File: src/rtl/pe_ctrl_pkg.sv
// Shared types and default PE widths for the PE job sequencer.
package pe_ctrl_pkg;

  localparam int PE_LANES        = 4;
  localparam int PE_DATA_WIDTH   = 16;
  localparam int PE_WEIGHT_WIDTH = 4;
  localparam int PE_RESULT_WIDTH = 16;

  typedef enum logic [1:0] {IDLE, FEED, DRAIN, OUT} pe_ctrl_state_t;

endpackage

File: src/rtl/PE_data_if.sv
// Operand/result bundle between a sequencer (master) and one processing element.
interface PE_data_if import pe_ctrl_pkg::*; #(
  parameter int DATA_WIDTH   = PE_DATA_WIDTH,
  parameter int WEIGHT_WIDTH = PE_WEIGHT_WIDTH,
  parameter int RESULT_WIDTH = PE_RESULT_WIDTH
);

  logic [PE_LANES-1:0][DATA_WIDTH-1:0] data_in;
  logic [WEIGHT_WIDTH-1:0]             weight_in;
  logic [RESULT_WIDTH-1:0]             result_out;

  modport pe_master (output data_in, output weight_in, input result_out);
  modport pe_slave  (input data_in, input weight_in, output result_out);

endinterface

File: src/rtl/pe_valid_pipe.sv
// Valid-bit delay line: an issue pulse reappears as retire DEPTH cycles later.
module pe_valid_pipe #(
  parameter int DEPTH = 2
) (
  input  logic clk,
  input  logic rst,
  input  logic issue,
  output logic retire
);

  logic [DEPTH-1:0] pipe_q;
  logic [DEPTH-1:0] pipe_d;

  always_comb begin
    pipe_d = (pipe_q << 1) | DEPTH'(issue);
  end

  always_ff @(posedge clk) begin
    if (rst) pipe_q <= '0;
    else     pipe_q <= pipe_d;
  end

  assign retire = pipe_q[DEPTH-1];

endmodule

File: src/rtl/pe_seq_ctrl.sv
// Feeds a PE with len operand beats, accumulates its results and returns one sum per job.
module pe_seq_ctrl import pe_ctrl_pkg::*; #(
  parameter int DATA_WIDTH   = PE_DATA_WIDTH,
  parameter int WEIGHT_WIDTH = PE_WEIGHT_WIDTH,
  parameter int RESULT_WIDTH = PE_RESULT_WIDTH,
  parameter int ACC_WIDTH    = 24,
  parameter int LEN_WIDTH    = 8,
  parameter int PE_LATENCY   = 1
) (
  input  logic                                clk,
  input  logic                                rst,
  input  logic                                start,
  input  logic [LEN_WIDTH-1:0]                len,
  output logic                                busy,
  input  logic                                src_valid,
  output logic                                src_ready,
  input  logic [PE_LANES-1:0][DATA_WIDTH-1:0] src_data,
  input  logic [WEIGHT_WIDTH-1:0]             src_weight,
  PE_data_if.pe_master                        pe,
  output logic                                res_valid,
  input  logic                                res_ready,
  output logic [ACC_WIDTH-1:0]                res_data,
  output pe_ctrl_state_t                      state_dbg
);

  // Handshakes: a transfer happens in any cycle where valid && ready; the
  // sender holds its payload stable while valid is high and ready is low.

  pe_ctrl_state_t state_q, state_d;
  logic [LEN_WIDTH-1:0] len_q, len_d;
  logic [LEN_WIDTH-1:0] issued_q, issued_d;
  logic [LEN_WIDTH-1:0] retired_q, retired_d;
  logic [ACC_WIDTH-1:0] acc_q, acc_d;
  logic [PE_LANES-1:0][DATA_WIDTH-1:0] data_q, data_d;
  logic [WEIGHT_WIDTH-1:0] weight_q, weight_d;

  logic issue;
  logic retire;
  logic signed [RESULT_WIDTH-1:0] result_s;

  assign result_s = pe.result_out;

  pe_valid_pipe #(.DEPTH(PE_LATENCY + 1)) u_valid_pipe (
    .clk    (clk),
    .rst    (rst),
    .issue  (issue),
    .retire (retire)
  );

  always_comb begin
    state_d   = state_q;
    len_d     = len_q;
    issued_d  = issued_q;
    retired_d = retired_q;
    acc_d     = acc_q;
    data_d    = data_q;
    weight_d  = weight_q;

    src_ready = (state_q == FEED) && (issued_q != len_q);
    issue     = src_ready && src_valid;

    if (issue) begin
      data_d   = src_data;
      weight_d = src_weight;
      issued_d = issued_q + 1'b1;
    end

    // Accumulation wraps; the PE result is sign-extended to the accumulator width.
    if (retire && (state_q == FEED || state_q == DRAIN)) begin
      acc_d     = acc_q + ACC_WIDTH'(result_s);
      retired_d = retired_q + 1'b1;
    end

    case (state_q)
      IDLE: begin
        if (start) begin
          len_d     = len;
          issued_d  = '0;
          retired_d = '0;
          acc_d     = '0;
          state_d   = (len == '0) ? OUT : FEED;
        end
      end
      FEED: begin
        if (issue && issued_d == len_q) state_d = DRAIN;
      end
      DRAIN: begin
        // Uses the post-retire count so OUT follows the final retire directly.
        if (retired_d == len_q) state_d = OUT;
      end
      OUT: begin
        if (res_ready) state_d = IDLE;
      end
      default: state_d = IDLE;
    endcase
  end

  always_ff @(posedge clk) begin
    if (rst) begin
      state_q   <= IDLE;
      len_q     <= '0;
      issued_q  <= '0;
      retired_q <= '0;
      acc_q     <= '0;
      data_q    <= '0;
      weight_q  <= '0;
    end else begin
      state_q   <= state_d;
      len_q     <= len_d;
      issued_q  <= issued_d;
      retired_q <= retired_d;
      acc_q     <= acc_d;
      data_q    <= data_d;
      weight_q  <= weight_d;
    end
  end

  assign pe.data_in   = data_q;
  assign pe.weight_in = weight_q;
  assign busy         = (state_q != IDLE);
  assign res_valid    = (state_q == OUT);
  assign res_data     = acc_q;
  assign state_dbg    = state_q;

endmodule

File: src/flat_wrapper.sv
// flat-port wrapper written by rule: the top's interface ports become plain ports
module pe_seq_ctrl_flat import pe_ctrl_pkg::*;
#(
  parameter int DATA_WIDTH   = PE_DATA_WIDTH,
  parameter int WEIGHT_WIDTH = PE_WEIGHT_WIDTH,
  parameter int RESULT_WIDTH = PE_RESULT_WIDTH,
  parameter int ACC_WIDTH    = 24,
  parameter int LEN_WIDTH    = 8,
  parameter int PE_LATENCY   = 1
)
  (clk, rst, start, len, busy, src_valid, src_ready, src_data, src_weight, res_valid, res_ready, res_data, state_dbg, pe_data_in, pe_weight_in, pe_result_out);
  PE_data_if #(.DATA_WIDTH(DATA_WIDTH), .WEIGHT_WIDTH(WEIGHT_WIDTH), .RESULT_WIDTH(RESULT_WIDTH)) pe_i ();
  input  logic clk;
  input  logic rst;
  input  logic start;
  input  logic [LEN_WIDTH-1:0] len;
  output logic busy;
  input  logic src_valid;
  output logic src_ready;
  input  logic [PE_LANES-1:0][DATA_WIDTH-1:0] src_data;
  input  logic [WEIGHT_WIDTH-1:0] src_weight;
  output logic res_valid;
  input  logic res_ready;
  output logic [ACC_WIDTH-1:0] res_data;
  output pe_ctrl_state_t state_dbg;
  output wire logic [$bits(pe_i.data_in)-1:0] pe_data_in;
  output wire logic [$bits(pe_i.weight_in)-1:0] pe_weight_in;
  input wire logic [$bits(pe_i.result_out)-1:0] pe_result_out;
  assign pe_data_in = pe_i.data_in;
  assign pe_weight_in = pe_i.weight_in;
  assign pe_i.result_out = pe_result_out;
  pe_seq_ctrl #(.DATA_WIDTH(DATA_WIDTH), .WEIGHT_WIDTH(WEIGHT_WIDTH), .RESULT_WIDTH(RESULT_WIDTH), .ACC_WIDTH(ACC_WIDTH), .LEN_WIDTH(LEN_WIDTH), .PE_LATENCY(PE_LATENCY)) u_core (.clk(clk), .rst(rst), .start(start), .len(len), .busy(busy), .src_valid(src_valid), .src_ready(src_ready), .src_data(src_data), .src_weight(src_weight), .pe(pe_i), .res_valid(res_valid), .res_ready(res_ready), .res_data(res_data), .state_dbg(state_dbg));
endmodule
File: config.mk
export PLATFORM = sky130hd
export DESIGN_NAME = pe_seq_ctrl_flat
export DESIGN_NICKNAME = d
export VERILOG_FILES = /design/src/rtl/pe_ctrl_pkg.sv /design/src/rtl/PE_data_if.sv /design/src/rtl/pe_valid_pipe.sv /design/src/rtl/pe_seq_ctrl.sv /design/src/flat_wrapper.sv
export SDC_FILE = /design/constraint.sdc
export NUM_CORES = 1
export LEC_CHECK = 0
export CORE_AREA = 2 2 145 112
export CTS_CLUSTER_DIAMETER = 150
export DETAILED_ROUTE_END_ITERATION = 8
export DIE_AREA = 0 0 147 114
export PLACE_DENSITY = 0.75
export SKIP_CTS_REPAIR_TIMING = 1
export SYNTH_ARGS = -nofsm -noshare
export SYNTH_HDL_FRONTEND = slang
export SYNTH_SLANG_ARGS = --single-unit
File: constraint.sdc
create_clock -name clk -period 4.2 [get_ports clk]
set_input_delay 0.84 -clock clk [delete_from_list [all_inputs] [get_ports clk]]
set_output_delay 0.84 -clock clk [all_outputs]
set_load 0.01 [all_outputs]
==> summary.txt <==
Status -> finished clean
Final worst path period need -> 3.58 ns
Synthesized Nets -> 882
CP max FO -> 3
Setup TNS -> 0 ns
Unrepaired setup endpoints after global routing -> false
CP Launch Type -> input pin
Max Root-Sink Buffers -> 2
Row Count -> 40
Seq/Total Area, Yosys -> 0.399
Synth Area per Inst -> 7.99 µm²
Setup violators final -> 0
Ant. Diodes -> 0
Clk_skew -> 0.00840 ns
Routability cong. -> 0.867
Hold Slack -> 0.450 ns
Worst hold path class -> reg -> reg
Via density -> 5.04
Clock transition at the registers of the reported paths -> 0.05 ns
Clock sink count -> 120
Multi-input gate area -> 3420 µm²
Remaining antenna violation count after routing -> 0
Sequential Area -> 2400 µm²
Filler cells -> 1440
Hold Crit Depth -> 2
Nets -> 1060
DIE WIDTH -> 147 µm
Area grow syn2layout -> 44.3%
Min-delay src -> u_core.pe.data_in[32]
Number of flops mapped to enable cells by yosys -> 0
Cells after Synth -> 754
Initial antenna violation count -> 0
Grt ovf -> 0
Core outline area -> 15500 µm²
Lkg Pwr -> 3.20 nW
Die Height -> 114 µm
Synthesized area -> 6020 µm²
Tot Pwr -> 0.00364 W
Synth cell types -> 61
RR Startpoint -> u_core.res_data[0]
Number of synthesized register bits -> 120
Pin count of the biggest net entering global routing -> 74
Power per Cell Area -> 418 nW/µm²
Later-pin clock latency in the skew report -> 0.41 ns
Fin crit share -> 0.853
Number of I/O pins -> 194
Synthesis Warnings -> 0
Fraction of registers with async set/reset -> 0
R2R setup slack -> 1.17 ns
DRC viols -> 0
Initial core utilization -> 0.388
Drt wl/cell -> 14.5 µm
Drt total wl -> 16800 µm
First-pass GRT wire length -> 26800 µm
Slew Limit Headroom -> 0.371
Share of layout cells above drive strength 1 -> 0.0603
Slew Viols, Final -> 0
Ys flop type -> dfxtp_1
Arrival time worst endpoint -> 3.87 ns
IO Port Bufs -> 193
End of the worst hold path -> u_core.pe.data_in[32]
Worst slew pin tran -> 0.941 ns
Worst Setup End Kind -> flop
CTS tree -> built
CTS Buf Count -> 17
Critical path class -> in -> reg
Final core utilization -> 0.560
Total GRT Usage -> 0.199
Vias -> 5819
DIE AREA -> 16800 µm²
CP required -> 4.49 ns
Maxcap violations -> 0
Router iterations before antenna repair -> 5
H-tree levels -> 4
Vias in the first global route -> 5274
FF-to-FF End -> u_core.res_data[18]
HPWL Detailed -> 11900 µm
Worst vdd ir -> 0.297 mV
First-iteration detailed-routing DRC count -> 327
R2r worst-path depth -> 10
Final Hold Viols -> 0
Fmax -> 279 MHz
CTS root buf -> clkbuf_16
==> worst max-delay path, stage by stage <==
cell	delay (ns)
clkdlybuf4s50_1	0.42
ha_1	0.23
fa_1	0.42
a21o_1	0.17
a21o_1	0.23
a2111oi_4	0.42
nor4b_1	0.15
or2_4	0.28
a31o_4	0.26
a2111oi_4	0.34
o21ai_1	0.10
==> registers in the layout, indices dropped and copies added (netlist names) <==
register                    flops
u_core.state_dbg                2
u_core.retired_q                8
u_core.pe.weight_in             4
u_core.pe.data_in              64
u_core.len_q                    8
u_core.u_valid_pipe.pipe_q      2
u_core.res_data                24
u_core.issued_q                 8
==> cells in the mapped netlist, types with 3 or more instances <==
master    number  area share
nand2_1      186        0.12
dfxtp_1      120        0.40
a21oi_1      106       0.088
nor2_1        41       0.026
clkbuf_1      31       0.019
nand3_1       31       0.026
ha_1          30       0.062
xnor2_1       26       0.038
xor2_1        19       0.028
a21o_1        14       0.017
o21ai_0       14       0.012
nor3_1        12       0.010
inv_1         10      0.0062
a211oi_1       8       0.010
buf_1          8      0.0050
a31oi_1        6      0.0062
and2_1         6      0.0062
buf_2          5      0.0042
nand2b_1       5      0.0052
nand4_1        5      0.0052
nor2b_1        5      0.0052
and3_1         4      0.0042
nand4b_1       4      0.0058
o211ai_1       4      0.0050
nor4_1         3      0.0031
o31ai_1        3      0.0037
or2_2          3      0.0031
==> metrics by stage <==
stage / instances / area (µm²) / setup WS [ns]
final: 1155 / 8690 / 0.619
after global routing: 1155 / 8690 / 0.546
after detailed placement: 1123 / 8130 / 0.246
after floorplan: 754 / 6020 / 0.850
after CTS: 1155 / 8690 / 0.661
after global placement: 1123 / 8130 / 0.281
==> layer usage <==
metal,vias up,global-route usage,part of all wire,wire length [µm]
li1,2956,-,-,-
met1,2699,0.269,0.46,7780
met2,149,0.302,0.45,7620
met3,15,0.0736,0.071,1190
met4,0,0.0532,0.011,191
met5,-,0,0,0
==> power breakdown <==
| part | internal (W) | leakage, nW | switching (W) |
|---|---|---|---|
| sequential | 0.00124 | 0.971 | 0.0000740 |
| combinational | 0.000449 | 1.96 | 0.000502 |
| clock | 0.000830 | 0.268 | 0.000541 |
==> logic make-up after synthesis <==
logic type,count (synthesis),share of synthesized area
AO/OA/AOI/OAI,181,0.188
multiplexers,2,0.00332
flip-flops,120,0.399
buffers and inverters,54,0.0347
adder cells (fa/ha/maj),32,0.0673
XOR/XNOR,47,0.0729
AND/OR/NAND/NOR,318,0.235
==> final cells by class <==
cell class,instances,area share
Inverter,10,0.00432
Timing Repair Buffer,203,0.230
Clock inverter,14,0.0147
Tap cell,210,0.0302
Clock buffer,18,0.0505
Multi-Input combinational cell,580,0.394
Sequential cell,120,0.276
==> layout by cell type (no fill, tap or decap), types with 3 or more instances in the layout <==
cell type	synthesis	routed
dfxtp_1	120	120
a21o_1	14	14
a211oi_1	8	8
a31oi_1	6	6
nor2b_1	5	5
nand3_1	31	31
xnor2_1	26	26
nand4b_1	4	4
and2_1	6	6
and3_1	4	4
o31ai_1	3	3
nand2_1	186	186
clkinvlp_4	0	4
o21ai_0	14	14
inv_1	10	10
clkdlybuf4s50_1	0	192
ha_1	30	30
clkbuf_16	0	17
a21oi_1	106	106
or2_2	3	3
nor2_1	41	41
o211ai_1	4	4
nor4_1	3	3
clkinv_4	0	5
buf_4	0	10
nor3_1	12	12
nand4_1	5	5
clkinv_2	0	3
xor2_1	19	19
nand2b_1	5	5
==> worst max path at each step <==
stage	start	endpoint	slack [ns]	cells after the start
6_report	pe_result_out[0]	u_core.res_data[18]	0.62	11
5_1_grt	pe_result_out[0]	u_core.res_data[20]	0.55	11
4_1_cts	pe_result_out[0]	u_core.res_data[18]	0.66	11
3_5_place_dp	pe_result_out[0]	u_core.res_data[18]	0.25	11
3_3_place_gp	pe_result_out[0]	u_core.res_data[18]	0.28	11
2_1_floorplan	pe_result_out[0]	u_core.res_data[18]	0.85	10
(Power assumes the default switching activity.)
